$ cat src/rtl/fifo_pkg.sv
// Shared helpers for the BRAM-backed synchronous FIFO.
package fifo_pkg;

  // Address width used when the FIFO is instantiated without overrides.
  localparam int DEF_ADDR = 6;

  // Occupancy type for the default geometry: one bit wider than the address
  // so that a completely full FIFO (DEPTH words) is representable.
  typedef logic [DEF_ADDR:0] count_t;

  // Ceiling log2, usable in constant expressions.
  function automatic int clog2(input int value);
    int result;
    result = 0;
    while ((1 << result) < value) begin
      result = result + 1;
    end
    return result;
  endfunction

  // Number of words addressed by an ADDR-bit pointer.
  function automatic int fifo_depth(input int addr_w);
    return 1 << addr_w;
  endfunction

endpackage

$ cat src/rtl/bram_sdp_sync.sv
// Simple-dual-port RAM, one clock, registered read port. The contents are
// never reset, so synthesis maps this onto a block RAM primitive.
module bram_sdp_sync #(
  parameter int DATA = 8,
  parameter int ADDR = 6
) (
  input  logic            clk,
  input  logic            we,
  input  logic [ADDR-1:0] waddr,
  input  logic [DATA-1:0] wdata,
  input  logic            re,
  input  logic [ADDR-1:0] raddr,
  output logic [DATA-1:0] rdata
);

  logic [DATA-1:0] mem [2**ADDR];
  logic [DATA-1:0] rdata_q;

  // Write port and registered read port; rdata holds while re is low.
  always_ff @(posedge clk) begin
    if (we) begin
      mem[waddr] <= wdata;
    end
    if (re) begin
      rdata_q <= mem[raddr];
    end
  end

  assign rdata = rdata_q;

endmodule

$ cat src/rtl/fifo_sync_bram.sv
// Single-clock FIFO around bram_sdp_sync: pointers, occupancy count,
// full/empty and programmable almost flags, overflow/underflow pulses.
module fifo_sync_bram
  import fifo_pkg::*;
#(
  parameter int DATA      = 8,
  parameter int ADDR      = 6,
  parameter int AFULL_TH  = (2**ADDR) - 2,
  parameter int AEMPTY_TH = 2
) (
  input  logic            clk,
  input  logic            rst,
  input  logic            wr_en,
  input  logic [DATA-1:0] wr_data,
  output logic            full,
  output logic            almost_full,
  input  logic            rd_en,
  output logic [DATA-1:0] rd_data,
  output logic            rd_valid,
  output logic            empty,
  output logic            almost_empty,
  output logic [ADDR:0]   count,
  output logic            overflow,
  output logic            underflow
);

  localparam int DEPTH = fifo_depth(ADDR);

  typedef logic [ADDR:0]   cnt_t;
  typedef logic [ADDR-1:0] ptr_t;

  localparam cnt_t DEPTH_C     = cnt_t'(DEPTH);
  localparam cnt_t AFULL_C     = cnt_t'(AFULL_TH);
  localparam cnt_t AEMPTY_C    = cnt_t'(AEMPTY_TH);

  // Reject geometries and thresholds the flag decode cannot honour.
  if (DATA < 1 || ADDR < 2 || clog2(DEPTH) != ADDR) begin : g_bad_geometry
    $error("fifo_sync_bram: DATA must be >= 1 and ADDR >= 2");
  end
  if (AFULL_TH < 1 || AFULL_TH > DEPTH) begin : g_bad_afull
    $error("fifo_sync_bram: AFULL_TH must lie in 1..DEPTH");
  end
  if (AEMPTY_TH < 0 || AEMPTY_TH > DEPTH - 1) begin : g_bad_aempty
    $error("fifo_sync_bram: AEMPTY_TH must lie in 0..DEPTH-1");
  end

  ptr_t wr_ptr_q, wr_ptr_d;
  ptr_t rd_ptr_q, rd_ptr_d;
  cnt_t count_q, count_d;
  logic rd_valid_q, rd_valid_d;
  logic overflow_q, overflow_d;
  logic underflow_q, underflow_d;
  logic wr_acc, rd_acc;

  // Flags are pure decodes of the registered count.
  assign full         = (count_q == DEPTH_C);
  assign empty        = (count_q == '0);
  assign almost_full  = (count_q >= AFULL_C);
  assign almost_empty = (count_q <= AEMPTY_C);

  // Accept decisions, pointer/count next state and error pulses. A full FIFO
  // refuses writes even when a read frees a slot in the same cycle, and an
  // empty FIFO refuses reads, so the RAM never sees same-address read/write.
  always_comb begin
    wr_acc      = wr_en & ~full;
    rd_acc      = rd_en & ~empty;
    wr_ptr_d    = wr_ptr_q;
    rd_ptr_d    = rd_ptr_q;
    count_d     = count_q;
    rd_valid_d  = rd_acc;
    overflow_d  = wr_en & full;
    underflow_d = rd_en & empty;
    if (wr_acc) begin
      wr_ptr_d = wr_ptr_q + ptr_t'(1);
    end
    if (rd_acc) begin
      rd_ptr_d = rd_ptr_q + ptr_t'(1);
    end
    if (wr_acc && !rd_acc) begin
      count_d = count_q + cnt_t'(1);
    end else if (rd_acc && !wr_acc) begin
      count_d = count_q - cnt_t'(1);
    end
  end

  // Control state; reset also kills any read whose data is still in the RAM
  // output register.
  always_ff @(posedge clk or posedge rst) begin
    if (rst) begin
      wr_ptr_q    <= '0;
      rd_ptr_q    <= '0;
      count_q     <= '0;
      rd_valid_q  <= 1'b0;
      overflow_q  <= 1'b0;
      underflow_q <= 1'b0;
    end else begin
      wr_ptr_q    <= wr_ptr_d;
      rd_ptr_q    <= rd_ptr_d;
      count_q     <= count_d;
      rd_valid_q  <= rd_valid_d;
      overflow_q  <= overflow_d;
      underflow_q <= underflow_d;
    end
  end

  bram_sdp_sync #(
    .DATA (DATA),
    .ADDR (ADDR)
  ) u_ram (
    .clk   (clk),
    .we    (wr_acc),
    .waddr (wr_ptr_q),
    .wdata (wr_data),
    .re    (rd_acc),
    .raddr (rd_ptr_q),
    .rdata (rd_data)
  );

  assign count     = count_q;
  assign rd_valid  = rd_valid_q;
  assign overflow  = overflow_q;
  assign underflow = underflow_q;

endmodule

$ cat config.mk
export PLATFORM = sky130hd
export DESIGN_NAME = fifo_sync_bram
export DESIGN_NICKNAME = d
export VERILOG_FILES = /design/src/rtl/fifo_pkg.sv /design/src/rtl/bram_sdp_sync.sv /design/src/rtl/fifo_sync_bram.sv
export SDC_FILE = /design/constraint.sdc
export NUM_CORES = 1
export LEC_CHECK = 0
export ABC_AREA = 1
export CORE_AREA = 2 2 183 365
export CTS_CLUSTER_DIAMETER = 100
export DETAILED_ROUTE_END_ITERATION = 6
export DIE_AREA = 0 0 185 367
export SLEW_MARGIN = 25
export SYNTH_ARGS = -nofsm -noshare
export SYNTH_HDL_FRONTEND = slang
export SYNTH_SLANG_ARGS = --single-unit
$ cat constraint.sdc
create_clock -name clk -period 4.5 [get_ports clk]
set_clock_uncertainty 0.2 [all_clocks]
set_input_delay 0.9 -clock clk [delete_from_list [all_inputs] [get_ports clk]]
set_output_delay 0.9 -clock clk [all_outputs]
set_load 0.05 [all_outputs]
==> flow_summary.ini, run 1 <==
[critical_path]
crit_path_max_incr_delay_ns = 0.80
cpMostUsedCell = inv_1
worst-path-stages = 6
end_kind = primary output
crit_buf_inv = 3
cp_top_family = buffers and inverters
arrival_ns = 2.28
cp-start-kind = flip-flop
crit_path_max_fanout = 6
crit_chain = inv_1 -> nand2_1 -> nor2_2 -> nand3_2 -> inv_1 -> clkdlybuf4s50_1
r2r_cells = 8
crit_required_ns = 3.40
critPathSlowestCell = clkdlybuf4s50_1
worstSetupPathType = reg -> out

[detailed_routing]
wl_um = 57470
routed-wl-met2_um = 27480
drc = 0
wl_per_cell_um = 19.97
wl_met1_um = 24520
wl_met3_um = 3516
vias_per_cell = 5.026
firstDrtPassIters = 5
routed.top_layer = met4
num_vias = 14465
drt.antenna.violating_nets = 0
drtIter0Drc = 1434

[layout]
layout.nets = 1983
diodes = 0
final_layout_size_suffix_gt1_share_pct = 7.196
final_core_util_pct = 38.84
finalNonFillerCells = 2878
area_growth_pct = 12.10

[synth]
synth_common_cells = nand2_1, edfxtp_1, nand3_1
muxShareOfSynthArea_pct = 0
yosysMostFrequentCell = nand2_1
synth_xor_area_share_pct = 0.4650
synth_fp_nets = 1958
synth_top_family_by_area = simple AND/OR/NAND/NOR gates
ys.flop_type = edfxtp_1
synth_cell_types = 33
yosys_warnings = 0
synth_edf_count = 520
synth_compound_area_share_pct = 0.4705
syn_inst = 1936
ys_ff_latch = 542
yosys.area.top_type_share_pct = 69.09
synth_seq_area_share_pct = 71.52
synthArstFlopShare_pct = 4.059
netlist_top_cells_area = edfxtp_1, nand2_1, nand3_1, dfrtp_1, buf_6
synthAdderAreaFrac_pct = 0.5868
postSynthAreaPerCell_um2 = 11.67
netlist.top_cell.by_area = edfxtp_1
synth_simple_gate_area_share_pct = 23.08
syn_area_um2 = 22600

[clock_tree]
clockBufferDepth = 3
clock_sinks = 542
htreeDepth = 2
clockRootBuffer = clkbuf_16
clk_latency_ns = 0.57
cts_buffers = 50
clkTransAtPathRegs_ns = 0.06
post_cts_buffers = 0
tritoncts = yes
cts_resized = 0
cts_hold_buffers = 0

[die]
dieArea_um2 = 67900
die_x_um = 185
start_util_pct = 34.65
core-area_um2 = 65230
rows = 133
pin_count = 34
die_height_um = 367

[place]
gp_congestion = 0.8798
dp_hpwl_um = 34590
dp.cells = 2786
dp_slack_ns = 0.9492
port_buffers = 33

[run_status]
status = finished clean

[grt]
grt_pass1_vias = 14078
grt_max_degree = 206
grt_pass1_wl_um = 86280
antenna_found_initial = 0
grt.total_usage_pct = 16.92
grt-ovfl-total = 0

[flow_run]
maxCapViolCount = 0

[pwr]
leakage_nw = 9.079
powerDensity_nw_per_um2 = 631.4
irDropWorstVdd_v = 0.0004793

[sta]
setup-tns-final_ns = 0
fin_ws_ns = 1.115
worst_pin_slew_ns = 1.119
drv_slew = 0
min_period_ns = 3.385
fmax_mhz = 295.4
relSlewSlack_pct = 25.38
rsz0062_at_grt = false
hold_viol = 0
finalCritPeriodShare_pct = 75.22
setup-violations-final = 0

[min_path]
hold_path_class = reg -> reg
min_path_cells = 2
==> layer usage <==
layer / global-route usage [%] / up-vias
met2: 27.52 / 571
met4: 5.846 / 0
met1: 23.50 / 6976
met5: 0 / -
met3: 1.827 / 107
li1: - / 6811
==> cells in the final DEF, fill, tap and decap left out, drive strengths merged <==
cell type	Yosys	layout
nand4	10	10
nand2	674	674
fa	1	1
xnor2	2	2
a21o	1	1
and2	1	1
nor3	5	5
a21oi	6	6
bufinv	0	5
clkinv	2	21
clkbuf	8	66
clkdlybuf4s50	0	25
o21ai	10	10
clkinvlp	0	2
xor2	10	10
edfxtp	520	520
nand3	444	444
a31oi	2	2
ha	9	9
inv	31	31
nor2	74	74
dfrtp	22	22
buf	103	59
o22ai	1	1
==> worst register-to-register path, delay by kind of cell (launching register included) <==
kind	cells	cell delay (ns)
AND/OR/NAND/NOR	7	1.13
flip-flops	1	0.85
buffers and inverters	1	0.81
==> per-stage QoR <==
stage	total power [mW]	hold slack, ns	area, um^2
floorplan	10.23	0.3895	22600
global placement	11.85	0.4241	23730
detailed placement	11.88	0.4111	23730
CTS	16.06	0.4240	25340
global route	16.81	0.4645	25340
finish	16.00	0.4246	25340
==> final cells by class <==
class | count | area, um^2
clock buffers | 66 | 1363
clock inverters | 26 | 249.0
fillers | 6364 | 39900
inverters | 33 | 131.4
multi-input cells | 1250 | 5562
flip-flops and latches | 542 | 16170
well taps | 877 | 1097
repair buffers | 84 | 760.7
==> kinds of logic after synthesis <==
kind of cell | after synthesis
and+or+nand+nor | 1208
adders and majority gates | 10
buffers and inverters | 144
xor gates and xnor gates | 12
DFF | 542
AOI/OAI and AO/OA | 20
==> final timing paths <==
check / startpoint / end / slack, ns
worst max-delay path: count[3]$_DFFE_PP0P_ / full / 1.12
worst min-delay path: count[4]$_DFFE_PP0P_ / count[4]$_DFFE_PP0P_ / 0.42
worst max register to register: rd_ptr_q[1]$_DFFE_PP0P_ / u_ram.rdata[3]$_DFFE_PP_ / 1.24
worst min register to register: count[4]$_DFFE_PP0P_ / count[4]$_DFFE_PP0P_ / 0.42
max in group asynchronous: rst / rd_ptr_q[1]$_DFFE_PP0P_ / 2.96
min in group asynchronous: rst / rd_ptr_q[0]$_DFFE_PP0P_ / 0.52
==> sequential cells by signal (all words and copies together), names as in the netlist <==
name         count
overflow         1
u_ram.rdata      8
rd_ptr_q         6
u_ram.mem      512
wr_ptr_q         6
rd_valid         1
count            7
underflow        1
==> power by group <==
| part | switching, mW | total [mW] | internal (mW) |
|---|---|---|---|
| Sequential | 0.301 | 6.15 | 5.85 |
| Combinational | 4.10 | 5.64 | 1.54 |
| Clock | 1.79 | 4.20 | 2.41 |
Note: power is estimated with default switching activity, not from simulation.
==> run 2: changes to the inputs <==
Clock period 4.5 ns to 3.4 ns, I/O delays scaled along.
==> run 2 against run 1 <==
Global-route usage shrank 0.78 points. Power grew 33%. Sequential cell count is the same. First-iteration DRC count shrank 15%. Clock power grew 34%. Sequential share of layout area shrank 1.2 points. Combinational power grew 35%. Die area is the same. Critical path depth is the same. Largest cell class unchanged. Highest routed layer unchanged.
==> flow_summary.ini, run 2 (synthesized netlist as in run 1, its figures left out) <==
[run_status]
status = finished clean

[min_path]
hold_path_class = in -> reg

[die]
pin_count = 34
core-area_um2 = 65230
die_x_um = 185
start_util_pct = 34.65
dieArea_um2 = 67900
die_height_um = 367
rows = 133

[layout]
diodes = 0
final_core_util_pct = 39.56
register_area_um2 = 16170
multi_input_comb_area_um2 = 5562
top_register = u_ram.mem
layout.nets = 2034
largest_reg_flops = 512
final_layout_size_suffix_gt1_share_pct = 9.775
final_common_cell = nand2_1
fillers = 6297
area_growth_pct = 14.17
final_cell_mix = nand2_1, edfxtp_1, nand3_1

[sta]
rsz0062_at_grt = false
relSlewSlack_pct = 34.72
finalCritPeriodShare_pct = 95.03
worst_pin_slew_ns = 0.9782
setup-tns-final_ns = 0
fmax_mhz = 309.5
hold_viol = 0
setup-violations-final = 0
min_period_ns = 3.231
drv_slew = 0
finalHoldWorstSlack_ns = 0.3315

[clock_tree]
clk_latency_ns = 0.59
post_cts_buffers = 0
clockRootBuffer = clkbuf_16
clock_sinks = 542
cts_hold_buffers = 0
clkTransAtPathRegs_ns = 0.07
cts_resized = 0
tritoncts = yes
cts_buffers = 51
clockBufferDepth = 3
htreeDepth = 2

[critical_path]
crit_required_ns = 2.52
crit_chain = inv_1 -> nand2_1 -> nor2_2 -> nand3_2 -> inv_1 -> clkdlybuf4s50_1
arrival_ns = 2.35
end_kind = primary output
cp-start-kind = flip-flop
ff2ff_setup_slack_ns = 0.56
worstSetupPathType = reg -> out
cp_top_family = buffers and inverters
timing.rr.end = count[3]$_DFFE_PP0P_
r2r_cells = 13
crit_path_max_incr_delay_ns = 0.80
crit_buf_inv = 3
timing.rr.start = count[3]$_DFFE_PP0P_
critPathSlowestCell = clkdlybuf4s50_1
cp-startpoint = count[3]$_DFFE_PP0P_
worst-path-stages = 6
cpMostUsedCell = inv_1
cp-endpoint = full
crit_path_max_fanout = 6

[grt]
grt-ovfl-total = 0
grt_max_degree = 133
grt_pass1_wl_um = 83810
grt_pass1_vias = 13976
antenna_found_initial = 0
grt.total_usage_pct = 16.14

[detailed_routing]
wl_per_cell_um = 18.68
routed.top_layer = met4
drtIter0Drc = 1222
wl_met3_um = 2710
wl_um = 54600
drc = 0
wl_met1_um = 23940
vias_per_cell = 4.909
drt.antenna.violating_nets = 0
routed-wl-met2_um = 26250
num_vias = 14349
firstDrtPassIters = 5

[pwr]
powerDensity_nw_per_um2 = 826.4
leakage_nw = 9.390
irDropWorstVdd_v = 0.0005039

[place]
port_buffers = 33
dp_hpwl_um = 33340
gp_congestion = 0.8314

[flow_run]
maxCapViolCount = 0
-- run 2: cell types whose count changed in the layout (fill, tap and decap cells not counted), sizes merged --
| cell | delta |
|---|---|
| buf | +50 |
| clkinv | -9 |
| inv | +3 |
| clkbuf | +1 |
-- run 2: final cells by class --
cell class | instances | share of cell area [%]
Sequential cell | 542 | 62.68
Multi-Input combinational cell | 1250 | 21.55
Clock buffer | 67 | 5.372
Timing Repair Buffer | 134 | 4.694
Tap cell | 877 | 4.252
Clock inverter | 20 | 0.9407
Inverter | 33 | 0.5091
-- run 2: worst min-delay path by stage --
stage	slack, ns	cells past startpoint	to	startpoint
after detailed placement	0.42	2	count[2]$_DFFE_PP0P_	count[2]$_DFFE_PP0P_
after global placement	0.40	2	count[3]$_DFFE_PP0P_	count[3]$_DFFE_PP0P_
after floorplan	0.39	2	wr_ptr_q[4]$_DFFE_PP0P_	wr_ptr_q[3]$_DFFE_PP0P_
after global routing	0.34	1	u_ram.mem[23][7]$_DFFE_PP_	wr_data[7]
final	0.33	1	u_ram.mem[21][7]$_DFFE_PP_	wr_data[7]
after CTS	0.32	1	u_ram.mem[21][7]$_DFFE_PP_	wr_data[7]
-- run 2: worst reg2reg max path, cell delays in order, from the launching register on --
cell,delay [ns]
dfrtp_1,0.47
inv_1,0.11
nand2_1,0.07
nor2_2,0.15
nand3_2,0.10
nand2_2,0.19
inv_2,0.06
ha_1,0.20
inv_1,0.21
ha_1,0.34
a21o_1,0.22
a31oi_1,0.17
xor2_1,0.15
o21ai_0,0.08
-- run 2: power by group --
group | internal (mW) | leakage [nW] | switching (mW)
combinational | 2.18 | 3.65 | 5.46
clock | 3.24 | 0.797 | 2.39
sequential | 7.75 | 4.95 | 0.312
-- run 2: metrics by stage --
step	instance area, um^2	cells	power, mW	setup WS, ns
finish	25800	2923	21.33	0.1689
floorplan	22600	1936	13.54	0.4749
global placement	24180	2836	15.81	0.2920
detailed placement	24180	2836	15.83	0.2968
CTS	25800	2923	21.46	0.1331
global route	25800	2923	22.52	0.06390
-- run 2: layer usage --
layer  up-vias  GRT usage, %
met5         -             0
met4         0         5.189
met3        94         2.194
met2       384         26.23
met1      6969         22.29
li1       6902             -
==> run 3: changes to the inputs <==
Settings changed: CTS_BUF_LIST from default to sky130_fd_sc_hd__clkbuf_16.
==> run 3 against run 2 <==
Sequential cell count unchanged. Critical endpoint unchanged. Sequential share of layout area increased by 0.12 points. First-iteration DRC count increased by 2.2%. Largest cell class unchanged.
==> flow_summary.ini, run 3 (synthesized netlist as in run 1, its figures left out) <==
[grt]
grt-ovfl-total = 0
grt_pass1_vias = 13968
grt_max_degree = 133
use_met3_pct = 2.194
antenna_found_initial = 0
grt.total_usage_pct = 16.12
use_met2_pct = 26.19
grt_util_met1_pct = 22.25
grt_busiest_layer = met2
grt_pass1_wl_um = 83700

[clock_tree]
cts_buffers = 51
clockRootBuffer = clkbuf_16
post_cts_buffers = 0
clkTransAtPathRegs_ns = 0.07
clk_latency_ns = 0.59
cts_hold_buffers = 0
clock_sinks = 542
clockBufferDepth = 3
htreeDepth = 2
tritoncts = yes
cts_resized = 0

[layout]
area_growth_pct = 13.95
final_layout_size_suffix_gt1_share_pct = 9.531
final_common_cell = nand2_1
finalInstanceArea_um2 = 25750
diodes = 0
top_register = u_ram.mem
final_cell_mix = nand2_1, edfxtp_1, nand3_1
largest_reg_flops = 512
layout.nets = 2034
final_core_util_pct = 39.48

[die]
core-area_um2 = 65230
start_util_pct = 34.65
die_x_um = 185
dieArea_um2 = 67900
rows = 133
pin_count = 34
die_height_um = 367

[detailed_routing]
firstDrtPassIters = 5
vias_per_cell = 4.896
wl_per_cell_um = 18.63
num_vias = 14311
drc = 0
drtIter0Drc = 1249
drt.antenna.violating_nets = 0
wl_um = 54470

[sta]
relSlewSlack_pct = 34.63
min_period_ns = 3.229
worst_pin_slew_ns = 0.9795
finalCritPeriodShare_pct = 94.96
rsz0062_at_grt = false
hold_viol = 0
setup-tns-final_ns = 0
setup-violations-final = 0
fmax_mhz = 309.7
drv_slew = 0
finalHoldWorstSlack_ns = 0.3392

[place]
detailed_place.area_um2 = 24180
port_buffers = 33
dp_hpwl_um = 33340
gp_congestion = 0.8314

[critical_path]
cp-start-kind = flip-flop
timing.rr.start = count[3]$_DFFE_PP0P_
crit_required_ns = 2.52
cp-endpoint = full
end_kind = primary output
cp-startpoint = count[3]$_DFFE_PP0P_
critPathSlowestCell = clkdlybuf4s50_1
worstSetupPathType = reg -> out
cpMostUsedCell = inv_1
timing.rr.end = count[3]$_DFFE_PP0P_
crit_path_max_fanout = 6
arrival_ns = 2.35
crit_path_max_incr_delay_ns = 0.80
r2r_cells = 13
crit_chain = inv_1 -> nand2_1 -> nor2_2 -> nand3_2 -> inv_1 -> clkdlybuf4s50_1
ff2ff_setup_slack_ns = 0.56

[pwr]
irDropWorstVdd_v = 0.0005038
powerDensity_nw_per_um2 = 821.5
total_power_mw = 21.16
leakage_nw = 9.408

[run_status]
status = finished clean

[flow_run]
maxCapViolCount = 0

[min_path]
hold_path_class = in -> reg
## run 3: final cells by class
class | count | area [um^2]
fillers | 6302 | 39480
well taps | 877 | 1097
flip-flops and latches | 542 | 16170
inverters | 33 | 131.4
repair buffers | 134 | 1211
clock buffers | 51 | 1276
multi-input cells | 1250 | 5562
clock inverters | 36 | 302.8
## run 3: layer usage
layer	up-vias	part of all wire, %
li1	6901	-
met1	6921	44
met2	400	48
met3	89	5.2
met4	0	2.9
met5	-	0
## run 3: worst min-delay path by stage
stage,startpoint,end,cells past startpoint
final,wr_data[7],u_ram.mem[21][7]$_DFFE_PP_,1
after global routing,wr_data[7],u_ram.mem[23][7]$_DFFE_PP_,1
after CTS,wr_data[7],u_ram.mem[21][7]$_DFFE_PP_,1
after global placement,count[3]$_DFFE_PP0P_,count[3]$_DFFE_PP0P_,2
after detailed placement,count[2]$_DFFE_PP0P_,count[2]$_DFFE_PP0P_,2
after floorplan,wr_ptr_q[3]$_DFFE_PP0P_,wr_ptr_q[4]$_DFFE_PP0P_,2
## run 3: power by group
group	switching, mW	internal (mW)	leakage [nW]
clock network	2.38	3.09	0.814
logic	5.46	2.18	3.65
registers	0.310	7.75	4.95
## run 3: critical path, delay by kind of cell, from the launching register on
family	cells	cell delay, ns
DFF	1	0.47
buffers and inverters	3	0.98
and+or+nand+nor	3	0.32
## run 3: stage by stage
stage               std cells  setup slack [ns]
global placement         2836            0.2920
finish                   2923            0.1713
global route             2923           0.06390
CTS                      2923            0.1331
floorplan                1936            0.4749
detailed placement       2836            0.2968
